<file path="src/rtl/ram_loader_pkg.sv">
// Shared types and constants for the boot-time RAM loader.
// The state enum is common to every build; CHK is only reached when RAM_LOADER_CHECKSUM_EN is defined.
package loader_pkg;

    typedef enum logic [2:0] {
        LEN,
        DATA,
        CHK,
        DONE,
        ERR
    } state_e;

    localparam int HDR_BYTES  = 4;
    localparam int WORD_BYTES = 4;

endpackage

</file>
<file path="src/rtl/ram_loader_word_assembler.sv">
// Packs incoming bytes little-endian into RAM words.
// A registered word strobe follows the byte that completes a group, or that ends the image.
module word_assembler
    import loader_pkg::*;
#(
    parameter int DATA_WIDTH = 32
) (
    input  logic                  clk_i,
    input  logic                  rst_i,
    input  logic                  byte_valid_i,
    input  logic [7:0]            byte_i,
    input  logic                  last_i,
    output logic [DATA_WIDTH-1:0] word_o,
    output logic                  word_valid_o
);

    logic [1:0]            lane_q, lane_d;
    logic [DATA_WIDTH-1:0] pack_q, pack_d;
    logic [DATA_WIDTH-1:0] word_q, word_d;
    logic                  valid_q, valid_d;
    logic [DATA_WIDTH-1:0] merged;

    // Unfilled upper lanes of a short final word stay zero because the
    // pack register is cleared every time a word is emitted.
    always_comb begin
        merged                       = pack_q;
        merged[{lane_q, 3'b000} +: 8] = byte_i;
        pack_d                       = pack_q;
        lane_d                       = lane_q;
        word_d                       = word_q;
        valid_d                      = 1'b0;
        if (byte_valid_i) begin
            if (last_i || (lane_q == 2'(WORD_BYTES - 1))) begin
                word_d  = merged;
                valid_d = 1'b1;
                pack_d  = '0;
                lane_d  = '0;
            end else begin
                pack_d = merged;
                lane_d = lane_q + 2'd1;
            end
        end
    end

    always_ff @(posedge clk_i or posedge rst_i) begin
        if (rst_i) begin
            lane_q  <= '0;
            pack_q  <= '0;
            word_q  <= '0;
            valid_q <= 1'b0;
        end else begin
            lane_q  <= lane_d;
            pack_q  <= pack_d;
            word_q  <= word_d;
            valid_q <= valid_d;
        end
    end

    assign word_o       = word_q;
    assign word_valid_o = valid_q;

endmodule

</file>
<file path="src/rtl/ram_loader.sv">
// Boot loader: length header, payload packed into words written from BASE_ADDR, then CPU release.
// Define RAM_LOADER_CHECKSUM_EN to require a trailing modulo-256 payload checksum byte.
module ram_loader
    import loader_pkg::*;
#(
    parameter int          ADDR_WIDTH     = 32,
    parameter int          DATA_WIDTH     = 32,
    parameter int          RAM_ADDR_WIDTH = 17,
    parameter int unsigned BASE_ADDR      = 0
) (
    input  logic                  clk_in,
    input  logic                  rst_in,
    input  logic [7:0]            rx_data,
    input  logic                  rx_valid,
    output logic                  rx_ready,
    output logic                  mem_wr,
    output logic [ADDR_WIDTH-1:0] mem_addr,
    output logic [DATA_WIDTH-1:0] mem_data,
    output logic                  cpu_rst_out,
    output logic                  load_done,
    output logic                  load_err
);

`ifdef RAM_LOADER_CHECKSUM_EN
    localparam state_e AFTER_LOAD = CHK;
`else
    localparam state_e AFTER_LOAD = DONE;
`endif

    state_e                state_q, state_d;
    logic [1:0]            hdr_cnt_q, hdr_cnt_d;
    logic [31:0]           len_q, len_d;
    logic [31:0]           cnt_q, cnt_d;
    logic [ADDR_WIDTH-1:0] addr_q;
    logic                  rx_ready_q, rx_ready_d;
    logic                  done_q, err_q, cpu_rst_q;
`ifdef RAM_LOADER_CHECKSUM_EN
    logic [7:0]            sum_q, sum_d;
`endif

    logic                  accept;
    logic [31:0]           len_full;
    logic [33:0]           end_addr;
    logic                  overflow;
    logic                  payload_byte;
    logic                  last_byte;

    assign accept       = rx_valid && rx_ready_q;
    assign len_full     = {rx_data, len_q[31:8]};
    assign end_addr     = 34'(BASE_ADDR) + 34'(len_full);
    assign overflow     = end_addr > (34'(1) << RAM_ADDR_WIDTH);
    assign payload_byte = accept && (state_q == DATA) && (cnt_q != len_q);
    assign last_byte    = (cnt_q + 32'd1) == len_q;

    // After the last payload byte the FSM lingers one cycle in DATA with
    // rx_ready low while the final word is written, then moves on.
    always_comb begin
        state_d   = state_q;
        hdr_cnt_d = hdr_cnt_q;
        len_d     = len_q;
        cnt_d     = cnt_q;
`ifdef RAM_LOADER_CHECKSUM_EN
        sum_d     = sum_q;
`endif
        case (state_q)
            LEN: begin
                if (accept) begin
                    len_d     = len_full;
                    hdr_cnt_d = hdr_cnt_q + 2'd1;
                    if (hdr_cnt_q == 2'(HDR_BYTES - 1)) begin
                        if (len_full == 32'd0) begin
                            state_d = AFTER_LOAD;
                        end else if (overflow) begin
                            state_d = ERR;
                        end else begin
                            state_d = DATA;
                        end
                    end
                end
            end
            DATA: begin
                if (cnt_q == len_q) begin
                    state_d = AFTER_LOAD;
                end else if (accept) begin
                    cnt_d = cnt_q + 32'd1;
`ifdef RAM_LOADER_CHECKSUM_EN
                    sum_d = sum_q + rx_data;
`endif
                end
            end
`ifdef RAM_LOADER_CHECKSUM_EN
            CHK: begin
                if (accept) begin
                    state_d = (rx_data == sum_q) ? DONE : ERR;
                end
            end
`endif
            default: begin
                state_d = state_q;
            end
        endcase

        rx_ready_d = (state_d == LEN) || (state_d == CHK) ||
                     ((state_d == DATA) && (cnt_d != len_d));
    end

    always_ff @(posedge clk_in or posedge rst_in) begin
        if (rst_in) begin
            state_q    <= LEN;
            hdr_cnt_q  <= '0;
            len_q      <= '0;
            cnt_q      <= '0;
            rx_ready_q <= 1'b0;
            done_q     <= 1'b0;
            err_q      <= 1'b0;
            cpu_rst_q  <= 1'b1;
        end else begin
            state_q    <= state_d;
            hdr_cnt_q  <= hdr_cnt_d;
            len_q      <= len_d;
            cnt_q      <= cnt_d;
            rx_ready_q <= rx_ready_d;
            done_q     <= (state_d == DONE);
            err_q      <= (state_d == ERR);
            cpu_rst_q  <= (state_d != DONE);
        end
    end

`ifdef RAM_LOADER_CHECKSUM_EN
    always_ff @(posedge clk_in or posedge rst_in) begin
        if (rst_in) begin
            sum_q <= '0;
        end else begin
            sum_q <= sum_d;
        end
    end
`endif

    // The address register always points at the word being written and
    // steps forward once that write strobe has been issued.
    always_ff @(posedge clk_in or posedge rst_in) begin
        if (rst_in) begin
            addr_q <= ADDR_WIDTH'(BASE_ADDR);
        end else if (mem_wr) begin
            addr_q <= addr_q + ADDR_WIDTH'(WORD_BYTES);
        end
    end

    word_assembler #(
        .DATA_WIDTH(DATA_WIDTH)
    ) u_packer (
        .clk_i       (clk_in),
        .rst_i       (rst_in),
        .byte_valid_i(payload_byte),
        .byte_i      (rx_data),
        .last_i      (last_byte),
        .word_o      (mem_data),
        .word_valid_o(mem_wr)
    );

    assign rx_ready    = rx_ready_q;
    assign mem_addr    = addr_q;
    assign cpu_rst_out = cpu_rst_q;
    assign load_done   = done_q;
    assign load_err    = err_q;

endmodule

</file>
<file path="config.mk">
export PLATFORM = sky130hd
export DESIGN_NAME = ram_loader
export DESIGN_NICKNAME = d
export VERILOG_FILES = /design/src/rtl/ram_loader_pkg.sv /design/src/rtl/ram_loader_word_assembler.sv /design/src/rtl/ram_loader.sv
export SDC_FILE = /design/constraint.sdc
export NUM_CORES = 1
export LEC_CHECK = 0
export BUFFER_PORTS_ARGS = -buffer_cell sky130_fd_sc_hd__buf_2
export CAP_MARGIN = 20
export CORE_MARGIN = 4
export CORE_UTILIZATION = 42
export CTS_CLUSTER_SIZE = 30
export DETAILED_ROUTE_END_ITERATION = 7
export HOLD_SLACK_MARGIN = 0.05
export PLACE_DENSITY = 0.68
export RECOVER_POWER = 50
export REMOVE_ABC_BUFFERS = 1
export SYNTH_ARGS = -nofsm -noshare
export SYNTH_HDL_FRONTEND = slang
export SYNTH_HIERARCHICAL = 1
export SYNTH_SLANG_ARGS = --single-unit
export TNS_END_PERCENT = 30
</file>
<file path="constraint.sdc">
create_clock -name clk_in -period 3.7 [get_ports clk_in]
set_input_delay 0.37 -clock clk_in [delete_from_list [all_inputs] [get_ports clk_in]]
set_output_delay 0.37 -clock clk_in [all_outputs]
set_load 0.01 [all_outputs]
</file>
==> results.md <==
- The sequential group share of total power is 0.358.
- Counting flops with an async set or reset pin after synthesis yields a share of 1.00.
- The detail route stage leaves a number of antenna-violating nets equal to 0.
- VDD sags by at most 0.292 mV.
- The number of antenna diodes is 0.
- The final worst clock skew is 14.2 ps.
- The routed design has 29,900 um of wire.
- The min-delay analysis places its worst path in the category in2reg.
- The number of buffers added on ports is 77.
- The internal power of the cells totals 4.06 mW.
- Ranked by total cell area, the synthesized netlist is headed by sky130_fd_sc_hd__dfrtp_1, sky130_fd_sc_hd__xnor2_1, sky130_fd_sc_hd__xor2_1, sky130_fd_sc_hd__nor2_1, sky130_fd_sc_hd__a21oi_1.
- Summed over all cells, the static leakage comes to 5.34 nW.
- The number of maximum-capacitance violations is 2.
- In the final layout, the share of cells above drive strength 1 is 0.229.
- The area share of the leading cell type in the synthesized netlist is 0.440.
- The netlist uses 83 different library cells.
- The switching power summed over all nets is 2.28 mW.
- Setup slack on the worst reg-to-reg path comes out at 50 ps.
- By count the netlist is led by sky130_fd_sc_hd__dfrtp_1, sky130_fd_sc_hd__xnor2_1, sky130_fd_sc_hd__nor2_1, sky130_fd_sc_hd__nand2_1, sky130_fd_sc_hd__a21oi_1.
- The die area is 25,400 um2.
- The routed layout has 8,518 vias.
- The DRC violations left is 0.
- No sink is reached through more buffers than the 2 on the longest clock path.
- The weighted congestion at the end of routability-driven global placement is 1.03.
- The total area inside the core boundary comes to 22,600 um2.
- The time the worst path needs with I/O delays and setup is 3650 ps.
- Dividing the detail-routed wire length by the instance count gives 20.1 um.
- The area growth from synthesis to layout is 25.4%.
- The run finished, with violations left.
- The cell count after synthesis came out at 990.
- The number of failing setup endpoints in the final timing report is 0.
- With fillers left out, the area of the finished cells amounts to 12,100 um2.
- The initial utilization of the core area, before any placement, comes to 0.426.
- The flop and latch count out of synthesis is 170.
- The post-placement cell area is 11,200 um2.
- The final number of max-transition violations is 93.
- The maximum number of pins on one net before global-route repair is 54.
- The number of antenna violations at the first check in global routing is 0.
- The final cycle utilization of the critical path is 0.987.
- The fraction of power spent switching nets is 0.359.
- The CTS buffer count is 17.
- The clock power share is 0.294.
- The die is 159 um tall.
- The worst setup timing slack at the placement stage is -168 ps.
- The number of hold violations in the final report came to 0.
- Across all setup checks in the final design, the least slack found is 47.0 ps.
- A synthesized cell averages 9.71 um2.
- The global route total overflow is 0.
- The first global-routing pass estimated 46,400 um of wire.
- The total power per unit cell area is 525 nW/um2.
- The checks that failed: capacitance limit, slew limit.
- The critical path class is reg2reg.
- The number of top-level pins is 80.
- At the worst endpoint, the arrival time is 3970 ps.
- The via count of the first global-routing pass came to 8,217.
- The highest attainable clock frequency is 0.274 GHz.
- The synthesized design spends more area on one cell type than any other, namely sky130_fd_sc_hd__dfrtp_1.
- Measured against its own limit, the worst slew margin works out to -0.664.
- The site row count is 55.
- The critical path data required time is 4020 ps.
- The number of enable-type register cells in the synthesized netlist is 0.
- The total iterations of the first detailed-routing run is 5.
- The global router's overall resource usage is 0.230.
- The worst setup path is launched from a flip-flop.
- The post-synthesis sequential area ratio is 0.443.
- TritonCTS built the clock tree.
- Clock latency on the worst-skew pair, taken at its later pin, is 430 ps.
- The first routing iteration left 921 violations.
- The H-tree generated during clock tree synthesis spans 4 levels.
- The worst setup path is captured at a flip-flop.
- The transition at the pin with the smallest max-transition slack is 2480 ps.
- The register clock-pin slew on the reported worst setup and hold paths is 70 ps.
- After detailed routing, the number of vias per cell comes to 5.73.
- After the last flow step, the layout net total stands at 1,208.
- The tree built by TritonCTS fans out to 170 sinks.
- The most frequent cell after synthesis is sky130_fd_sc_hd__dfrtp_1.
- After legalization and detailed placement, the total HPWL measured 22,200 um.
- Along the worst path, the maximum fanout reaches 5.
- The root buffer cell chosen for the clock tree is sky130_fd_sc_hd__clkbuf_16.
- Among all flip-flop cells after synthesis, the most frequent one is sky130_fd_sc_hd__dfrtp_1.
- The width of the die is 159 um.
- The Yosys step of the flow raised 6 warnings.
- The share of total power dissipated in combinational logic is 0.348.
- The cell area that synthesis handed to floorplanning was 9610 um2.
cells by family after synthesis:
group	Yosys count	share of synthesized area
DFF	170	0.443
adders and majority gates	8	0.0104
other	1	0.000390
and+or+nand+nor	357	0.195
AOI/OAI and AO/OA	182	0.135
buffers and inverters	98	0.0492
xor gates and xnor gates	137	0.126
muxes	37	0.0409
timing repair:
item	CTS	global route
setup buffers	0	14
endpoints found under the setup margin	65	68
resized for setup	4	41
endpoints found under the hold margin	0	10
hold buffers	0	1
pin swaps	1	20
critical path, stage by stage, from the launching register on:
cell                       delay, ps
sky130_fd_sc_hd__dfrtp_1         430
sky130_fd_sc_hd__xnor2_2         220
sky130_fd_sc_hd__or4b_4          500
sky130_fd_sc_hd__or4_4           450
sky130_fd_sc_hd__o21ai_4         230
sky130_fd_sc_hd__buf_6           130
sky130_fd_sc_hd__buf_12          100
sky130_fd_sc_hd__buf_6           110
sky130_fd_sc_hd__nor2_1           50
sky130_fd_sc_hd__and3_1          160
sky130_fd_sc_hd__a211oi_2        200
sky130_fd_sc_hd__o211ai_1        120
sky130_fd_sc_hd__or4_4           540
sky130_fd_sc_hd__o31a_1          310
flip-flops by register name, indices dropped and copies added, names as in the netlist:
register / flops
cnt_q: 32
len_q: 32
u_packer/pack_q: 32
u_packer/word_o: 32
mem_addr: 30
state_q: 3
hdr_cnt_q: 2
u_packer/lane_q: 2
cpu_rst_out: 1
load_done: 1
load_err: 1
rx_ready: 1
u_packer/word_valid_o: 1
path summary, 6_finish.rpt:
| path | from | end | cells past startpoint |
|---|---|---|---|
| max | cnt_q[10] | rx_ready | 13 |
| min | rx_data[5] | u_packer/word_o[29] | 3 |
| max reg2reg | cnt_q[10] | rx_ready | 13 |
| min reg2reg | mem_addr[31] | mem_addr[31] | 1 |
| max in group asynchronous | rst_in | u_packer/word_o[4] | 5 |
| min in group asynchronous | rst_in | u_packer/word_o[9] | 3 |
power groups by stage:
stage,Clock (mW),Combinational [mW],Sequential (mW)
finish,1.86,2.20,2.26
global route,1.97,2.33,2.29
CTS,1.90,2.08,2.25
detailed placement,0,2.07,2.28
global placement,0,2.08,2.27
floorplan,0,1.12,2.30
layout make-up:
cell class / instances / area (um2)
clock buffers: 18 / 429
repair buffers: 242 / 1610
inverters: 35 / 138
clock inverters: 14 / 184
flip-flops and latches: 170 / 4260
well taps: 285 / 357
fillers: 2058 / 10500
multi-input cells: 723 / 5080
cells in the final DEF (no fill, tap or decap), types with 4 or more instances in the layout:
master and instances:
sky130_fd_sc_hd__inv_1 33, sky130_fd_sc_hd__o211ai_1 5, sky130_fd_sc_hd__clkbuf_1 69, sky130_fd_sc_hd__ha_1 7, sky130_fd_sc_hd__mux2i_1 19, sky130_fd_sc_hd__nand3_1 38, sky130_fd_sc_hd__nor2_1 89, sky130_fd_sc_hd__a31oi_1 15
sky130_fd_sc_hd__a21oi_1 52, sky130_fd_sc_hd__buf_6 5, sky130_fd_sc_hd__nor4_2 5, sky130_fd_sc_hd__nor4_1 14, sky130_fd_sc_hd__o32ai_1 4, sky130_fd_sc_hd__buf_12 4, sky130_fd_sc_hd__a211oi_1 7, sky130_fd_sc_hd__nor3_1 24
sky130_fd_sc_hd__and3_1 14, sky130_fd_sc_hd__mux2_2 18, sky130_fd_sc_hd__dfrtp_1 169, sky130_fd_sc_hd__or3_1 7, sky130_fd_sc_hd__xor2_1 43, sky130_fd_sc_hd__o21ai_4 4, sky130_fd_sc_hd__nand4_1 30, sky130_fd_sc_hd__xnor2_2 6
sky130_fd_sc_hd__nand2_1 61, sky130_fd_sc_hd__clkinv_4 4, sky130_fd_sc_hd__o21ai_0 14, sky130_fd_sc_hd__xnor2_1 86, sky130_fd_sc_hd__nor2b_1 18, sky130_fd_sc_hd__buf_2 10, sky130_fd_sc_hd__a22oi_1 5, sky130_fd_sc_hd__a32oi_1 13
sky130_fd_sc_hd__nand2b_1 7, sky130_fd_sc_hd__a32o_1 9, sky130_fd_sc_hd__a22o_1 17, sky130_fd_sc_hd__buf_4 149, sky130_fd_sc_hd__clkbuf_16 17
metrics by stage:
stage | total power, mW | cells | hold WS, ps | utilization | TNS [ps]
2_1_floorplan | 3.42 | 928 | 448 | - | -50980
3_3_place_gp | 4.36 | 1439 | 460 | 0.496 | -1000
3_5_place_dp | 4.35 | 1439 | 465 | 0.496 | -5480
4_1_cts | 6.23 | 1471 | 86.6 | 0.524 | 0
5_1_grt | 6.59 | 1487 | 337 | 0.534 | -304
6_report | 6.33 | 1487 | 341 | 0.534 | 0
routing by layer:
layer / wire (um) / GRT usage / share of wire
met3: 2340 / 0.0525 / 0.078
met4: 665 / 0.0675 / 0.022
met1: 13200 / 0.325 / 0.44
met2: 13700 / 0.355 / 0.46
met5: 0 / 0 / 0
No activity file was read; power rests on OpenSTA's default activity.
